===== src/rtl/axi_ar_beat_gen_if.sv =====
// AR request + per-beat address stream bundle for axi_ar_beat_gen.
// slave = the beat generator's view, master = the requester/consumer view.
interface axi_ar_beat_gen_if #(
  parameter int ADDR_WIDTH = 16,
  parameter int ID_WIDTH   = 4
);
  logic [ID_WIDTH-1:0]   s_arid;
  logic [ADDR_WIDTH-1:0] s_araddr;
  logic [7:0]            s_arlen;
  logic [2:0]            s_arsize;
  logic [1:0]            s_arburst;
  logic                  s_arvalid;
  logic                  s_arready;
  logic [ADDR_WIDTH-1:0] m_addr;
  logic [ID_WIDTH-1:0]   m_id;
  logic                  m_last;
  logic                  m_valid;
  logic                  m_ready;
  logic                  busy;

  modport slave (
    input  s_arid, s_araddr, s_arlen, s_arsize, s_arburst, s_arvalid, m_ready,
    output s_arready, m_addr, m_id, m_last, m_valid, busy
  );

  modport master (
    output s_arid, s_araddr, s_arlen, s_arsize, s_arburst, s_arvalid, m_ready,
    input  s_arready, m_addr, m_id, m_last, m_valid, busy
  );
endinterface


===== src/rtl/axi_ar_beat_gen.sv =====
// AXI4 AR burst-to-beat expander: one address per data beat on a valid/ready stream.
// WRAP bursts are expanded only when AXI_AR_BEAT_GEN_WRAP_EN is defined; otherwise WRAP runs as INCR.
module axi_ar_beat_gen #(
  parameter int ADDR_WIDTH = 16,
  parameter int ID_WIDTH   = 4,
  parameter int MAX_SIZE   = 3
) (
  input logic clk,
  input logic rst,
  axi_ar_beat_gen_if.slave bus
);
  localparam logic [0:0] IDLE  = 1'b0;
  localparam logic [0:0] BURST = 1'b1;
  localparam logic [ADDR_WIDTH-1:0] ONE = ADDR_WIDTH'(1);

  typedef struct packed {
    logic [ID_WIDTH-1:0]   id;
    logic [ADDR_WIDTH-1:0] addr;
    logic [2:0]            size;
    logic                  fixed;
    logic [7:0]            rem;
`ifdef AXI_AR_BEAT_GEN_WRAP_EN
    logic                  wrap;
    logic [7:0]            len;
`endif
  } ctx_t;

  logic [0:0] state;
  ctx_t ctx;

  logic [2:0]            size_in;
  logic [ADDR_WIDTH-1:0] step, aligned, incr, next_addr;

  assign size_in = (bus.s_arsize > 3'(MAX_SIZE)) ? 3'(MAX_SIZE) : bus.s_arsize;
  assign step    = ONE << ctx.size;
  assign aligned = ctx.addr & ~(step - ONE);
  assign incr    = aligned + step;

`ifdef AXI_AR_BEAT_GEN_WRAP_EN
  logic [ADDR_WIDTH-1:0] wrap_bytes, boundary;
  logic                  wrap_in;
  assign wrap_bytes = (ADDR_WIDTH'(ctx.len) + ONE) << ctx.size;
  assign boundary   = ctx.addr & ~(wrap_bytes - ONE);
  // Only power-of-two beat counts form a legal wrap window; anything else degrades to INCR.
  assign wrap_in    = (bus.s_arburst == 2'b10) &&
                      (bus.s_arlen == 8'd1 || bus.s_arlen == 8'd3 ||
                       bus.s_arlen == 8'd7 || bus.s_arlen == 8'd15);
`endif

  always_comb begin
    next_addr = incr;
    if (ctx.fixed) next_addr = ctx.addr;
`ifdef AXI_AR_BEAT_GEN_WRAP_EN
    else if (ctx.wrap) next_addr = boundary + ((incr - boundary) & (wrap_bytes - ONE));
`endif
  end

  always_ff @(posedge clk) begin
    if (rst) begin
      state <= IDLE;
      ctx   <= '0;
    end else begin
      case (state)
        IDLE: if (bus.s_arvalid) begin
          state     <= BURST;
          ctx.id    <= bus.s_arid;
          ctx.addr  <= bus.s_araddr;
          ctx.size  <= size_in;
          ctx.fixed <= (bus.s_arburst == 2'b00);
          ctx.rem   <= bus.s_arlen;
`ifdef AXI_AR_BEAT_GEN_WRAP_EN
          ctx.wrap  <= wrap_in;
          ctx.len   <= bus.s_arlen;
`endif
        end
        BURST: if (bus.m_ready) begin
          if (ctx.rem == 8'd0) begin
            state <= IDLE;
          end else begin
            ctx.addr <= next_addr;
            ctx.rem  <= ctx.rem - 8'd1;
          end
        end
        default: state <= IDLE;
      endcase
    end
  end

  assign bus.s_arready = (state == IDLE);
  assign bus.m_valid   = (state == BURST);
  assign bus.busy      = (state == BURST);
  assign bus.m_last    = (state == BURST) && (ctx.rem == 8'd0);
  assign bus.m_addr    = ctx.addr;
  assign bus.m_id      = ctx.id;
endmodule


===== src/flat_wrapper.sv =====
// flat-port wrapper written by rule: the top's interface ports become plain ports
module axi_ar_beat_gen_flat 
#(
  parameter int ADDR_WIDTH = 16,
  parameter int ID_WIDTH   = 4,
  parameter int MAX_SIZE   = 3
)
  (clk, rst, bus_s_arid, bus_s_araddr, bus_s_arlen, bus_s_arsize, bus_s_arburst, bus_s_arvalid, bus_m_ready, bus_s_arready, bus_m_addr, bus_m_id, bus_m_last, bus_m_valid, bus_busy);
  axi_ar_beat_gen_if #(.ADDR_WIDTH(ADDR_WIDTH), .ID_WIDTH(ID_WIDTH)) bus_i ();
  input logic clk;
  input logic rst;
  input wire logic [$bits(bus_i.s_arid)-1:0] bus_s_arid;
  input wire logic [$bits(bus_i.s_araddr)-1:0] bus_s_araddr;
  input wire logic [$bits(bus_i.s_arlen)-1:0] bus_s_arlen;
  input wire logic [$bits(bus_i.s_arsize)-1:0] bus_s_arsize;
  input wire logic [$bits(bus_i.s_arburst)-1:0] bus_s_arburst;
  input wire logic [$bits(bus_i.s_arvalid)-1:0] bus_s_arvalid;
  input wire logic [$bits(bus_i.m_ready)-1:0] bus_m_ready;
  output wire logic [$bits(bus_i.s_arready)-1:0] bus_s_arready;
  output wire logic [$bits(bus_i.m_addr)-1:0] bus_m_addr;
  output wire logic [$bits(bus_i.m_id)-1:0] bus_m_id;
  output wire logic [$bits(bus_i.m_last)-1:0] bus_m_last;
  output wire logic [$bits(bus_i.m_valid)-1:0] bus_m_valid;
  output wire logic [$bits(bus_i.busy)-1:0] bus_busy;
  assign bus_i.s_arid = bus_s_arid;
  assign bus_i.s_araddr = bus_s_araddr;
  assign bus_i.s_arlen = bus_s_arlen;
  assign bus_i.s_arsize = bus_s_arsize;
  assign bus_i.s_arburst = bus_s_arburst;
  assign bus_i.s_arvalid = bus_s_arvalid;
  assign bus_i.m_ready = bus_m_ready;
  assign bus_s_arready = bus_i.s_arready;
  assign bus_m_addr = bus_i.m_addr;
  assign bus_m_id = bus_i.m_id;
  assign bus_m_last = bus_i.m_last;
  assign bus_m_valid = bus_i.m_valid;
  assign bus_busy = bus_i.busy;
  axi_ar_beat_gen #(.ADDR_WIDTH(ADDR_WIDTH), .ID_WIDTH(ID_WIDTH), .MAX_SIZE(MAX_SIZE)) u_core (.clk(clk), .rst(rst), .bus(bus_i));
endmodule

===== config.mk =====
export PLATFORM = sky130hd
export DESIGN_NAME = axi_ar_beat_gen_flat
export DESIGN_NICKNAME = d
export VERILOG_FILES = /design/src/rtl/axi_ar_beat_gen_if.sv /design/src/rtl/axi_ar_beat_gen.sv /design/src/flat_wrapper.sv
export SDC_FILE = /design/constraint.sdc
export NUM_CORES = 1
export LEC_CHECK = 0
export ABC_AREA = 1
export CORE_MARGIN = 4
export CORE_UTILIZATION = 43
export DETAILED_ROUTE_END_ITERATION = 10
export PLACE_DENSITY_LB_ADDON = 0.08
export SYNTH_ARGS = -nofsm -noshare
export SYNTH_HDL_FRONTEND = slang
export SYNTH_SLANG_ARGS = --single-unit

===== constraint.sdc =====
create_clock -name clk -period 2.25 [get_ports clk]
set_input_delay 0.225 -clock clk [delete_from_list [all_inputs] [get_ports clk]]
set_output_delay 0.225 -clock clk [all_outputs]
set_load 0.1 [all_outputs]

==> results.py <==
metrics = {
    "run_status": {
        "status": "finished, final reports clean",
    },
    "route": {
        "routedWlPerCell_um": 13.39,
        "ant_nets": 0,
        "vias": 2697,
        "first_pass_iters": 4,
        "viasPerCell": 5.187,
        "routed_wl_um": 6964,
        "drtIter0Drc": 114,
        "remaining_drc_errors": 0,
    },
    "global_routing": {
        "grt_pass1_wl_um": 11790,
        "antenna_found_initial": 0,
        "overflow": 0,
        "grt_pass1_vias": 2568,
        "grt_max_degree": 16,
        "grtUsageTotal_pct": 19.75,
    },
    "clocking": {
        "root_buffer": "clkbuf_8",
        "htree_levels": 2,
        "numCtsBuffers": 5,
        "clk_pin_slew_worst_paths_ps": 80,
        "clock_latency_ps": 290,
        "clock_sinks": 33,
        "cts_hold_buf": 0,
        "clock_path_buffers": 2,
        "cts_tree": "built",
    },
    "yosys": {
        "synth_area_um2": 2544,
        "async_flop_share_pct": 0,
        "synthDistinctLibCells": 38,
        "yosys.area.top_type_share_pct": 25.97,
        "yosys_warnings": 0,
        "syn_nets": 433,
        "synth_top_family_by_area": "simple AND/OR/NAND/NOR gates",
        "yosysSeqAreaShare_pct": 25.97,
        "synth_simple_gate_area_share_pct": 31.19,
        "yosysMostFrequentCell": "nand2_1",
        "synth_top_area_cell": "dfxtp_1",
        "synth.area.top_cells": "dfxtp_1, nand2_1, a21oi_1",
        "synth_top_cells_by_count": "nand2_1, a21oi_1, inv_1",
        "synthAdderAreaFrac_pct": 2.459,
        "synth.mux.area_fraction_pct": 0,
        "yosys_most_used_dff": "dfxtp_1",
        "syn_area_per_cell_um2": 6.506,
        "ys_seq_elements": 33,
        "synth_xor_area_share_pct": 2.755,
        "synth_edf_count": 0,
        "synth_compound_area_share_pct": 21.15,
        "synthCells": 391,
    },
    "placement": {
        "gp_congestion": 0.8456,
        "place_ws_ps": -16.49,
        "io_buffers": 60,
        "hpwl_um": 5327,
        "place_inst": 508,
    },
    "timing": {
        "layout_setup_ws_ps": 138.5,
        "min_period_ps": 2111,
        "max-slew-margin-rel_pct": 67.32,
        "drv_slew": 0,
        "clock_skew_ps": 8.177,
        "timing_hold_violations_final": 0,
        "fmax_mhz": 473.6,
        "setup_viol": 0,
        "rsz0062_at_grt": "yes",
        "max_slew.worst_pin.slew_ps": 489.7,
        "fin_crit_sh_pct": 93.84,
    },
    "die": {
        "rows": 27,
        "die_w_um": 84.91,
        "coreArea_um2": 5608,
        "dieHeight_um": 84.91,
        "die-area_um2": 7210,
        "io_pins": 61,
        "start_util_pct": 45.36,
    },
    "run": {
        "maxCapViolations": 0,
    },
    "power": {
        "power_mw": 2.286,
        "ir_drop_mv": 0.3688,
        "power.leakage_nw": 1.518,
        "powerDensity_nw_per_um2": 679.2,
    },
    "finish": {
        "area_delta_synth_final_pct": 32.32,
        "multiInputGateArea_um2": 1580,
        "regArea_um2": 670.6,
        "fill_cells": 554,
        "post-route-util_pct": 60.02,
        "layout-drive-gt1-share_pct": 25.89,
        "finalNetCount": 489,
        "diodes": 0,
        "fin_cells": 520,
    },
    "hold_path": {
        "min_path_type": "reg -> reg",
        "whs_endpoint": "u_core.ctx[11]",
        "hp-start": "u_core.ctx[11]",
        "min_delay_path_depth": 2,
    },
    "worst_setup_path": {
        "required_ps": 2490,
        "reg2reg_depth": 17,
        "crit_type": "reg -> reg",
        "worst_path_max_delay_cell": "dfxtp_2",
        "r2r_end": "u_core.bus.m_addr[15]",
        "critPathLaunchType": "flip-flop",
        "timing.reg2reg.setup_slack_ps": 140,
        "crit_path_frequent_cell": "nand2_1",
        "cp_max_fo": 4,
        "cp.arrival_ps": 2350,
        "cpPeakStageDelay_ps": 340,
        "cp-end-kind": "flip-flop",
        "r2r_start": "u_core.ctx[11]",
        "path_cells": "inv_2 > buf_4 > nor2_2 > ha_1 > nand2_1 > inv_1 > ha_4 > inv_1 > nor2_2 > nand2_1 > nor2_2 > nand2_2 > nand2_1 > nand2_1 > nand2_1 > nand2_1 > a21oi_2",
    },
}
-- per-layer routing --
layer | part of all wire, % | global-route usage [%] | routed length, µm
met1 | 47 | 26.39 | 3264
met2 | 47 | 32.24 | 3279
met3 | 4.7 | 3.883 | 325
met4 | 1.4 | 5.755 | 95
met5 | 0 | 0 | 0
-- worst max-delay path by stage --
stage	from	end	cells after the start
floorplan	u_core.ctx[1]	u_core.bus.m_addr[6]	12
global placement	u_core.ctx[10]	u_core.bus.m_addr[15]	17
detailed placement	u_core.ctx[10]	u_core.bus.m_addr[15]	17
CTS	u_core.ctx[10]	u_core.bus.m_addr[15]	17
global route	u_core.ctx[10]	u_core.bus.m_addr[15]	17
finish	u_core.ctx[11]	u_core.bus.m_addr[15]	17
-- what timing repair did --
item / CTS / global route
setup buffers: 0 / 4
gates resized for setup: 2 / 22
pin swaps: 0 / 11
endpoints found under the setup margin: 2 / 15
-- state kept, by name (all words and copies together), names as in the netlist --
signal,flops
u_core.bus.m_id,4
u_core.ctx,12
u_core.bus.busy,1
u_core.bus.m_addr,16
-- report_power, final --
group / internal [mW] / switching, mW
registers: 0.651 / 0.0747
logic: 0.306 / 0.666
clock network: 0.332 / 0.258
total: 1.29 / 0.998
-- critical path: cells and delay by family, from the launching register on --
family	cells	cell delay, ps
AO/OA/AOI/OAI	1	120
adder cells (fa/ha/maj)	2	510
buffers and inverters	4	320
flip-flops	1	340
AND/OR/NAND/NOR	10	750
-- logic make-up (layout without fill, tap and decap cells) --
logic type / after synthesis / after routing
buffers and inverters: 78 / 135
AOI/OAI and AO/OA: 95 / 95
DFF: 33 / 33
adders and majority gates: 5 / 5
xor gates and xnor gates: 8 / 8
and+or+nand+nor: 172 / 172
-- per-stage QoR --
stage               setup TNS, ps  hold WS (ps)  cell area (µm²)
finish                          0         491.0             3366
CTS                             0         494.0             3267
global route               -106.3         509.6             3366
global placement                0         464.3             3137
floorplan                   -1125         308.4             2604
detailed placement         -16.90         480.5             3137
-- cell usage in the layout (no fill, tap or decap), drive strengths merged --
cell type      count
a211oi             2
a21o               1
a21oi             45
a22o               1
a22oi              5
a31oi              2
buf               48
bufinv             1
clkbuf             5
clkdlybuf4s50     36
clkinv             2
clkinvlp           1
dfxtp             33
ha                 5
inv               42
nand2             80
nand3             34
nand3b             5
nand4              2
nor2              41
nor3               8
nor3b              1
o211ai             2
o21ai             37
or2                1
xnor2              2
xor2               6
-- cell type report --
class,count,area share [%]
clock inverters,3,1.375
repair buffers,84,21.78
inverters,43,5.242
clock buffers,5,2.045
well taps,72,2.677
multi-input cells,280,46.95
flip-flops and latches,33,19.93
Note: power is estimated with default switching activity, not from simulation.
